$ cat config.mk
export PLATFORM = sky130hd
export DESIGN_NAME = conv_maxpool
export DESIGN_NICKNAME = d
export VERILOG_FILES = /design/src/rtl/conv_maxpool_pkg.sv /design/src/rtl/conv_maxpool_line_buf.sv /design/src/rtl/conv_maxpool.sv
export SDC_FILE = /design/constraint.sdc
export NUM_CORES = 1
export LEC_CHECK = 0
export BUFFER_PORTS_ARGS = -buffer_cell sky130_fd_sc_hd__buf_2
export CAP_MARGIN = 30
export CELL_PAD_IN_SITES_DETAIL_PLACEMENT = 0
export CELL_PAD_IN_SITES_GLOBAL_PLACEMENT = 1
export CORE_ASPECT_RATIO = 0.8
export CORE_MARGIN = 4
export CORE_UTILIZATION = 49
export CTS_BUF_LIST = sky130_fd_sc_hd__clkbuf_8
export DETAILED_ROUTE_END_ITERATION = 16
export GPL_TIMING_DRIVEN = 0
export PLACE_DENSITY = 0.91
export SYNTH_ARGS = -nofsm -noshare
export SYNTH_HDL_FRONTEND = slang
export SYNTH_SLANG_ARGS = --single-unit
$ cat constraint.sdc
create_clock -name clk -period 8.9 [get_ports clk]
set_input_delay 0.445 -clock clk [delete_from_list [all_inputs] [get_ports clk]]
set_output_delay 0.445 -clock clk [all_outputs]
set_load 0.005 [all_outputs]
$ cat src/rtl/conv_maxpool_pkg.sv
// Shared geometry for the convolutor output stage: parameter defaults and
// helpers that derive feature-map and pooled-row sizes.
package conv_maxpool_pkg;

  localparam int DEF_N          = 4;
  localparam int DEF_K_SIZE     = 3;
  localparam int DEF_DATA_WIDTH = 16;
  localparam int DEF_Q          = 5;
  localparam int DEF_RELU       = 1;

  function automatic int map_w(input int n, input int k_size);
    return n - k_size + 1;
  endfunction

  function automatic int pool_w(input int m);
    return m / 2;
  endfunction

  // Index width that stays legal for a depth of 1.
  function automatic int idx_w(input int depth);
    return (depth > 1) ? $clog2(depth) : 1;
  endfunction

endpackage

$ cat src/rtl/conv_maxpool_line_buf.sv
// One pooled-row of partial maxima: single write port and an
// asynchronous read port sharing the window index.
module conv_maxpool_line_buf #(
  parameter int DATA_WIDTH = 16,
  parameter int DEPTH      = 2,
  parameter int AW         = 1
) (
  input  logic                  clk,
  input  logic                  i_we,
  input  logic [AW-1:0]         i_addr,
  input  logic [DATA_WIDTH-1:0] i_wdata,
  output logic [DATA_WIDTH-1:0] o_rdata
);

  logic [DATA_WIDTH-1:0] r_mem [DEPTH];

  always_ff @(posedge clk) begin
    if (i_we) r_mem[i_addr] <= i_wdata;
  end

  assign o_rdata = r_mem[i_addr];

endmodule

$ cat src/rtl/conv_maxpool.sv
// Optional ReLU followed by 2x2 stride-2 max pooling over the raster-order
// convolution stream; one pooled pixel per window, no backpressure.
module conv_maxpool
  import conv_maxpool_pkg::*;
#(
  parameter int N          = DEF_N,
  parameter int K_SIZE     = DEF_K_SIZE,
  parameter int DATA_WIDTH = DEF_DATA_WIDTH,
  parameter int Q          = DEF_Q,
  parameter int RELU       = DEF_RELU
) (
  input  logic                  clk,
  input  logic                  rst,
  input  logic                  i_start,
  input  logic [DATA_WIDTH-1:0] i_data,
  input  logic                  i_valid,
  output logic [DATA_WIDTH-1:0] o_data,
  output logic                  o_valid,
  output logic                  o_done,
  output logic                  o_busy
);

  localparam int MAP_W  = map_w(N, K_SIZE);
  localparam int POOL_W = pool_w(MAP_W);
  localparam int CW     = idx_w(MAP_W);
  localparam int JW     = idx_w(POOL_W);
  localparam bit ODD    = (MAP_W % 2) != 0;
  localparam logic [CW-1:0] LAST = CW'(MAP_W - 1);

  if (MAP_W < 2 || Q < 0 || Q >= DATA_WIDTH) begin : g_bad_cfg
    $error("conv_maxpool: MAP_W must be >= 2 and Q within DATA_WIDTH");
  end

  logic [CW-1:0]                r_col, r_row;
  logic signed [DATA_WIDTH-1:0] r_hold, r_data;
  logic                         r_valid, r_done, r_busy;

  logic [CW-1:0]                w_col, w_row;
  logic [JW-1:0]                w_j;
  logic signed [DATA_WIDTH-1:0] w_pix, w_lb_rd, w_max_hp, w_max_all;
  logic                         w_col_ok, w_row_ok, w_latch, w_lb_we, w_emit;

  // A start pulse re-bases the same-cycle pixel to (0,0).
  assign w_col = i_start ? '0 : r_col;
  assign w_row = i_start ? '0 : r_row;
  assign w_j   = JW'(w_col >> 1);

  assign w_pix = ((RELU != 0) && i_data[DATA_WIDTH-1]) ? '0 : i_data;

  // With odd MAP_W the trailing column/row have no partner and are dropped.
  assign w_col_ok = !(ODD && (w_col == LAST));
  assign w_row_ok = !(ODD && (w_row == LAST));

  assign w_latch = !w_col[0] && w_col_ok;
  assign w_lb_we = i_valid && w_col[0] && !w_row[0] && w_row_ok;
  assign w_emit  = w_col[0] && w_row[0] && w_row_ok;

  assign w_max_hp  = (r_hold > w_pix) ? r_hold : w_pix;
  assign w_max_all = (w_lb_rd > w_max_hp) ? w_lb_rd : w_max_hp;

  conv_maxpool_line_buf #(
    .DATA_WIDTH(DATA_WIDTH),
    .DEPTH     (POOL_W),
    .AW        (JW)
  ) u_line_buf (
    .clk    (clk),
    .i_we   (w_lb_we),
    .i_addr (w_j),
    .i_wdata(w_max_hp),
    .o_rdata(w_lb_rd)
  );

  always_ff @(posedge clk) begin
    if (rst) begin
      r_col   <= '0;
      r_row   <= '0;
      r_hold  <= '0;
      r_data  <= '0;
      r_valid <= 1'b0;
      r_done  <= 1'b0;
      r_busy  <= 1'b0;
    end else begin
      r_valid <= 1'b0;
      r_done  <= 1'b0;
      if (i_start) begin
        r_col  <= '0;
        r_row  <= '0;
        r_busy <= 1'b0;
      end
      if (i_valid) begin
        r_busy <= 1'b1;
        if (w_col == LAST) begin
          r_col <= '0;
          if (w_row == LAST) begin
            r_row  <= '0;
            r_done <= 1'b1;
            r_busy <= 1'b0;
          end else begin
            r_row <= w_row + CW'(1);
          end
        end else begin
          r_col <= w_col + CW'(1);
        end
        if (w_latch) r_hold <= w_pix;
        if (w_emit) begin
          r_data  <= w_max_all;
          r_valid <= 1'b1;
        end
      end
    end
  end

  assign o_data  = r_data;
  assign o_valid = r_valid;
  assign o_done  = r_done;
  assign o_busy  = r_busy;

endmodule

Word level (Yosys, flattened, before mapping)
Memory sizes are Yosys's and may differ from the RTL's.
Index checks and enable logic that the tools add are counted.

storage, ports and cells
  input bits = 20
  bits in registers = 37
  bits in latches = 0
  output and inout bits = 19
  ROM bits = 0
  memories kept = 1
  RAM bits = 16
  word-level logic and storage cells = 41

memories
  name              words  bits a word  rd ports  clocked after Yosys merged registers in  wr ports  line                         RTL
  u_line_buf.r_mem  1      16           1         0                                        1         conv_maxpool_line_buf.sv:15  logic [DATA_WIDTH-1:0] r_mem [DEPTH];

operators by class
  equal/unequal tests = 0
  bitwise logic cells = 2
  shifts and indexed selects = 0
  muxes and demuxes = 18
  magnitude comparators = 2
  multipliers = 0
  div/mod/pow operators = 0
  reductions and logical operators = 9
  add/sub/neg operators = 2

operators by type and width
  cell                 count
  $gt 16x16->1         2
  $mux 16              2
  $mux 1               15
  $mux 15              1
  $reduce_and 2->1     2
  $logic_and 1x1->1    3
  $reduce_or 3->1      1
  $add 1x1->1 const B  2
  $not 1->1            2
  $reduce_bool 2->1    1
  $reduce_or 2->1      1
  $logic_not 1->1      1

Logic depth before layout (Yosys ltp)
Gate-level depths: netlist (run 1).

  word-level depth = 5
  gate-level depth with buffers = 22
  mapped depth without buffers = 19

Modules after synthesis
Synthesis (run 1) repeated with hierarchy kept, for this count alone.

second synthesis, totals
  cell total of the unflattened synthesis = 292
  area, all modules = 2930.3 µm²

modules (own cells, without submodules)
  module                 sequential area each (µm²)  area an instance (µm²)  cells an instance  times used
  conv_maxpool           720.7                       2449.8                  276                1
  conv_maxpool_line_buf  480.5                       480.5                   16                 1

Least setup slack after synthesis (run 1)
No wires, ideal clock.

  path type = input port to flip-flop
  from = input i_data[15]
  to = register r_data[1] (netlist: o_data[1])
  library setup time = 0.119 ns
  setup slack = 4.298 ns
  stages = 21
  data required time = 8.781 ns
  data arrival time = 4.483 ns
  path buffers = 3
  path through = clkbuf_1 -> nor2b_1 -> inv_1 -> ha_1 -> nor2b_1 -> o211ai_1 -> a2111o_1 -> a31oi_1 -> clkbuf_1 -> nand2_1 -> o21ai_0 -> inv_1 -> ha_1 -> a21oi_1 -> nor2_1 -> a211o_1 -> o221a_1 -> o31ai_4 -> buf_6 -> mux2i_1 -> o21ai_1

on the way
  word-level cells in the longest chain between the ends = 5

RTL lines
  what                             line                         RTL
  start: declaration               conv_maxpool.sv:15           input logic [DATA_WIDTH-1:0] i_data,
  $mux 15 *                        conv_maxpool.sv:48           assign w_pix = ((RELU != 0) && i_data[DATA_WIDTH-1]) ? '0 : i_data;
  $gt 16x16->1                     conv_maxpool.sv:58           assign w_max_hp = (r_hold > w_pix) ? r_hold : w_pix;
  $mux 16 *                        conv_maxpool.sv:58
  named net u_line_buf.i_wdata[5]  conv_maxpool_line_buf.sv:11  input logic [DATA_WIDTH-1:0] i_wdata,
  $gt 16x16->1 *                   conv_maxpool.sv:59           assign w_max_all = (w_lb_rd > w_max_hp) ? w_lb_rd : w_max_hp;
  $mux 16 *                        conv_maxpool.sv:59
  end signal: assignment           conv_maxpool.sv:106          r_data <= w_max_all;
  end: declaration                 conv_maxpool.sv:35           logic signed [DATA_WIDTH-1:0] r_hold, r_data;

The timed path passes the listed nets; every way through them passes the cells marked *.
A chain may end at the register's enable or synchronous reset.

Worst setup path after layout (run 1)
  from = input i_data[15]
  to = register r_data[4] (netlist: o_data[4])

The elaborated chain is that of the path after synthesis.

==> metrics.yaml, run 1 <==
outcome:
  outcome: "finished clean"
clocking:
  clk_pin_slew_worst_paths_ps: 100
  cts_resized: 0
  cts_hold_buf: 0
  clk_latency_ps: 310
  clock_sink_count: 50
  post_cts_buffers: 0
  htree_levels: 2
  cts_buffer_depth: 2
  numCtsBuffers: 5
  cts_root_buf: "clkbuf_8"
  cts_tree: "done"
die:
  num_io_pins: 39
  rows: 24
  core_um2: 5590
  die_h_um: 76.7
  dieArea_um2: 7190
  start_util: 0.517
  die_x_um: 93.8
timing:
  maxSlewViolCount: 0
  tns_ps: 0
  relSlewSlack: 0.492
  worstMarginPinSlew_ps: 761
  rsz0062_at_grt: "no"
  min_period_over_period: 0.608
  setup_viol: 0
  finalCriticalPeriod_ps: 5410
  finalHoldViolCount: 0
  setup_ws_ps: 3490
  clock.fmax_ghz: 0.185
  hold-worst-slack_ps: 449
  clock_skew_ps: 9.47
global_route:
  grt_antenna_before_repair: 0
  track_usage: 0.181
  grt_pass1_wl_um: 10400
  grt_pass1_vias: 2200
  overflow: 0
  grt_max_degree: 17
worst_hold_path:
  hold_start: "o_data[11]"
  min_path_type: "reg2reg"
  min_to: "o_data[11]"
  whs_path_depth: 2
detailed_routing:
  viasPerCell: 5.20
  drt_iter0_drc: 112
  via_count: 2294
  ant_nets: 0
  wl_per_cell_um: 13.9
  drc: 0
  totalWireLength_um: 6110
  drtPass1Iterations: 4
logic_synthesis:
  synth_area_leaders: "dfxtp_1 24%, edfxtp_1 16%, ha_1 14%, mux2i_1 10%, inv_1 4.5%"
  syn_nets: 370
  yosys_register_bits: 50
  ys_seq_area_frac: 0.399
  synthMuxAreaShare: 0.104
  avgSynthCellArea_um2: 9.08
  ys_warn_count: 0
  synth_top_area_frac: 0.243
  synth_xor_area_frac: 0
  synthDistinctLibCells: 41
  synth_cells: 318
  synth.largest_area_cell: "dfxtp_1"
  synth_compound_area_frac: 0.130
  synth-simple-area-share: 0.161
  synth_area_um2: 2890
  synthAdderAreaFrac: 0.139
  synth_top_family_by_area: "simple AND/OR/NAND/NOR gates"
worst_setup_path:
  path_max_fanout: 10
  crit_slowest_cell: "a31oi_1"
  worstRegToRegCells: 19
  reg2reg_slack_ps: 3950
  worst_r2r_startpoint: "r_hold[1]"
  critPathRequiredTime_ps: 9110
  path_class: "in2reg"
  worstSetupStartpointType: "primary input"
  end_kind: "register"
  crit_chain: "buf_2 -> clkbuf_1 -> nor2b_1 -> inv_1 -> ha_1 -> nor2b_1 -> o211ai_1 -> a2111o_1 -> a31oi_1 -> clkbuf_1 -> nand2_1 -> o21ai_0 -> inv_1 -> ha_1 -> a21oi_1 -> nor2_1 -> a211o_1 -> o21ai_0 -> o311ai_1 -> o31ai_4 -> buf_6 -> mux2i_1 -> o21ai_1"
  max_stage_delay_ps: 600
  timing.rr.end: "o_data[4]"
  worstPathArrival_ps: 5620
  worstSetupStartpoint: "i_data[15]"
placed_design:
  dpl_worst_slack_ps: 3160
  place.gp.congestion: 0.825
  dpl_cell_area_um2: 3170
  post-dp-hpwl_um: 4700
  io_buffers: 37
power:
  powerDensity_nw_per_um2: 154
  ir_worst_vdd_mv: 0.0805
  power_uw: 506
  power.leakage_nw: 1.47
finish:
  syn2layout_area_growth_pct: 13.6
  fin_area_um2: 3280
  num_antenna_cells: 0
  layout_common_cells: "39 x buf_2, 36 x inv_1, 35 x nand2_1, 35 x dfxtp_1, 32 x ha_1"
  drive_above_1_share: 0.146
  layout_commonest_cell: "buf_2"
  nNetsFinal: 414
flow_run:
  cap_violations: 0
stage by stage:
stage / cells / util
finish: 441 / 0.588
detailed placement: 433 / 0.568
floorplan: 318 / -
CTS: 441 / 0.588
global route: 441 / 0.588
global placement: 433 / 0.568
sequential cells by signal, summed over array words and instances (netlist names):
signal and count:
o_valid 1, u_line_buf.r_mem 15, o_busy 1, r_hold 15, r_row 1, r_col 1
o_done 1, o_data 15
how the worst max path moves through the flow:
stage | end | slack, ps
5_1_grt | o_data[4] | 3140
6_report | o_data[4] | 3490
3_5_place_dp | o_data[4] | 3160
3_3_place_gp | o_data[4] | 3310
2_1_floorplan | o_data[1] | 4300
4_1_cts | o_data[4] | 3460
synth_stat cells:
master / instances
a2111o_1: 1
a211o_1: 1
a21o_1: 2
a21oi_1: 10
a22oi_1: 1
a2bb2oi_1: 1
a311oi_2: 1
a31o_1: 1
a31oi_1: 1
a32oi_1: 1
and2_1: 3
and3_1: 1
buf_1: 1
buf_2: 2
buf_4: 1
buf_6: 1
clkbuf_1: 7
conb_1: 1
dfxtp_1: 35
edfxtp_1: 15
ha_1: 32
inv_1: 35
mux2_2: 1
mux2i_1: 29
nand2_1: 35
nand2b_1: 4
nand3_1: 5
nand4_1: 4
nor2_1: 22
nor2b_1: 18
nor3_1: 1
nor3b_1: 1
nor4_1: 2
o211ai_1: 1
o21a_1: 3
o21ai_0: 19
o21ai_1: 14
o221a_1: 1
o311ai_1: 1
o31ai_4: 1
or2_2: 2
final cells by class:
type | instances | area, µm²
fill | 545 | 2300
multi-input combinational | 221 | 1550
sequential | 50 | 1150
timing repair buffer | 37 | 185
inverter | 35 | 131
tap | 78 | 97.6
clock buffer | 5 | 68.8
buffer | 12 | 58.8
clock inverter | 3 | 42.5
critical path, delay by kind of cell:
family          cells  cell delay [ps]
simple gates        4              480
buf+inv             6             1230
compound gates     10             2590
mux                 1              260
fa+ha+maj           2              610
power breakdown:
| part | total [mW] | internal (mW) | switching (mW) |
|---|---|---|---|
| Combinational | 0.0995 | 0.0406 | 0.0589 |
| Clock | 0.162 | 0.0834 | 0.0788 |
| Sequential | 0.245 | 0.241 | 0.00351 |
| Total | 0.506 | 0.365 | 0.141 |
kinds of logic (layout without fill, tap and decap cells):
logic type | count (synthesis) | count (layout)
other cells | 1 | 1
fa+ha+maj | 32 | 32
flops | 50 | 50
mux | 30 | 30
simple gates | 98 | 98
compound gates | 60 | 60
buf+inv | 47 | 92
per-layer routing:
metal	vias to the layer above	global-route usage	routed length (µm)
li1	1177	-	-
met1	1056	0.260	3060
met2	54	0.279	2660
met3	7	0.0323	325
met4	0	0.0505	64
met5	-	0	0
No activity file was read; power rests on OpenSTA's default activity.
==> run 2, diff against run 1 <==
Settings changed: ABC_AREA set to 1, CORE_UTILIZATION 49 to 39, PLACE_DENSITY 0.91 to 0.81.
Clock period 8.9 ns to 4.6 ns, I/O delays scaled along.
==> run 2 against run 1 <==
Compared with the run above: core utilization decreased by 13 points; critical endpoint unchanged; setup slack got worse by 2900 ps; highest routed layer unchanged; count of clock-buffer cells in the layout is the same.
==> metrics.yaml, run 2 <==
outcome:
  outcome: "finished clean"
clocking:
  cts_hold_buf: 0
  clk_latency_ps: 310
  clock_sink_count: 50
  cts_root_buf: "clkbuf_8"
  htree_levels: 2
  cts_buffer_depth: 2
  cts_tree: "done"
  clk_pin_slew_worst_paths_ps: 100
  numCtsBuffers: 5
worst_setup_path:
  cpMostUsedCell: "nand2_1"
  end_kind: "register"
  worstSetupStartpointType: "primary input"
  critPathBufInv: 7
  path_class: "in2reg"
  path_max_fanout: 10
  crit_family: "buffers and inverters"
  worstPathArrival_ps: 4250
  crit_slowest_cell: "o21ai_0"
  critPathRequiredTime_ps: 4820
  max_stage_delay_ps: 480
die:
  rows: 28
  die_h_um: 85.6
  start_util: 0.399
  num_io_pins: 39
  core_um2: 7360
  dieArea_um2: 9000
  die_x_um: 105
finish:
  num_antenna_cells: 0
  layout_common_cells: "111 x nand2_1, 55 x inv_1, 41 x buf_2"
  drive_above_1_share: 0.146
  syn2layout_area_growth_pct: 14.4
  fin_util: 0.457
  instances_no_fill: 529
  nNetsFinal: 490
  fill_cells: 768
  layout_commonest_cell: "nand2_1"
power:
  p_sw_uw: 397
  ir_worst_vdd_mv: 0.138
  power_mw: 1.16
  pwr-share-seq: 0.420
  intPower_uw: 766
  power.leakage_nw: 1.80
  switching_share: 0.341
  combPwrFrac: 0.296
  powerDensity_nw_per_um2: 346
  clock_power_share: 0.284
logic_synthesis:
  yosys_register_bits: 50
  synth_top_area_frac: 0.238
  synthDistinctLibCells: 22
  synth.most_common_cell: "nand2_1"
  ys_seq_area_frac: 0.392
  synth_area_um2: 2940
  avgSynthCellArea_um2: 7.48
  syn_nets: 445
  synthArstFlopShare: 0
  synth_area_leaders: "dfxtp_1 24%, edfxtp_1 15%, nand2_1 14%, ha_1 14%, inv_1 7.0%"
  synth.largest_area_cell: "dfxtp_1"
  synth_edf_count: 15
  yosys-top-cells-count: "111 x nand2_1, 55 x inv_1, 40 x nand3_1"
  synth_cells: 393
  ys_warn_count: 0
  yosys_most_used_dff: "dfxtp_1"
detailed_routing:
  drtPass1Iterations: 4
  totalWireLength_um: 6660
  ant_nets: 0
  drt_iter0_drc: 134
  via_count: 2560
  viasPerCell: 4.84
  drc: 0
  wl_per_cell_um: 12.6
timing:
  worstMarginPinSlew_ps: 604
  rsz0062_at_grt: "no"
  hold-worst-slack_ps: 112
  maxSlewViolCount: 0
  finalCriticalPeriod_ps: 4030
  relSlewSlack: 0.593
  finalHoldViolCount: 0
  min_period_over_period: 0.876
  setup_viol: 0
  clock.fmax_ghz: 0.248
  tns_ps: 0
  clock_skew_ps: 5.45
global_route:
  overflow: 0
  track_usage: 0.158
  grt_pass1_vias: 2522
  grt_max_degree: 18
  grt_pass1_wl_um: 11700
  grt_antenna_before_repair: 0
flow_run:
  cap_violations: 0
worst_hold_path:
  min_path_type: "in2reg"
placed_design:
  io_buffers: 37
  place.gp.congestion: 0.822
  dp.cells: 521
  post-dp-hpwl_um: 5250
## run 2: cell count changes in the layout (fill, tap and decap cells not counted), moves of 5 or more
| cell | before | now |
|---|---|---|
| a21oi_1 | 10 | 29 |
| inv_1 | 36 | 55 |
| mux2i_1 | 29 | 0 |
| nand2_1 | 35 | 111 |
| nand2_2 | 0 | 5 |
| nand3_1 | 5 | 40 |
| nor2_1 | 22 | 7 |
| nor2b_1 | 18 | 0 |
| o21ai_0 | 19 | 33 |
| o21ai_1 | 14 | 0 |
## run 2: worst paths after layout
path                            depth (start not counted)  slack (ps)  startpoint        end
worst max register to register                         21        1020  r_hold[12]  o_data[4]
worst min register to register                          2         450   o_data[5]  o_data[5]
worst max-delay path                                   25         570  i_data[15]  o_data[4]
worst min-delay path                                    2         110         rst      r_col
## run 2: cell families after synthesis
group / Yosys count / synth area share
other: 1 / 0.00128
adders and majority gates: 32 / 0.136
DFF: 50 / 0.392
and+or+nand+nor: 178 / 0.269
AOI/OAI and AO/OA: 62 / 0.106
buffers and inverters: 70 / 0.0962
## run 2: worst register-to-register path: cells and delay by family (launching register included)
kind / cells / cell delay (ps)
AOI/OAI and AO/OA: 4 / 980
and+or+nand+nor: 11 / 910
adders and majority gates: 2 / 690
buffers and inverters: 4 / 580
DFF: 1 / 340
## run 2: through the flow
| stage | cell area (µm²) | setup WS, ps |
|---|---|---|
| after floorplan | 2940 | 1140 |
| after global placement | 3240 | 143 |
| after detailed placement | 3240 | 82.4 |
| after CTS | 3360 | 405 |
| after global routing | 3360 | 72.6 |
| final | 3360 | 568 |
## run 2: cell type report
cell class                 count  area [µm²]  area share
buffer                        14        73.8      0.0220
clock buffer                   5        68.8      0.0205
clock inverter                 3        47.5      0.0141
inverter                      56         210      0.0625
multi-input combinational    273        1510       0.448
sequential                    50        1150       0.342
tap                           90         113      0.0335
timing repair buffer          38         193      0.0573
## run 2: metal layers
metal	GRT usage	share of wire	vias up
li1	-	-	1368
met1	0.219	0.52	1142
met2	0.257	0.44	43
met3	0.0301	0.032	7
met4	0.0381	0.0098	0
met5	0	0	-
## run 2: power groups by stage
stage	combinational, mW	sequential [mW]	clock (mW)
after detailed placement	0.345	0.498	0
after CTS	0.347	0.488	0.341
after floorplan	0.254	0.496	0
after global routing	0.405	0.491	0.357
after global placement	0.339	0.498	0
final	0.344	0.488	0.330
## run 2: repair_timing
item,in CTS,in global routing
buffers inserted,0,0
endpoints found under the setup margin,0,10
resized for setup,0,2
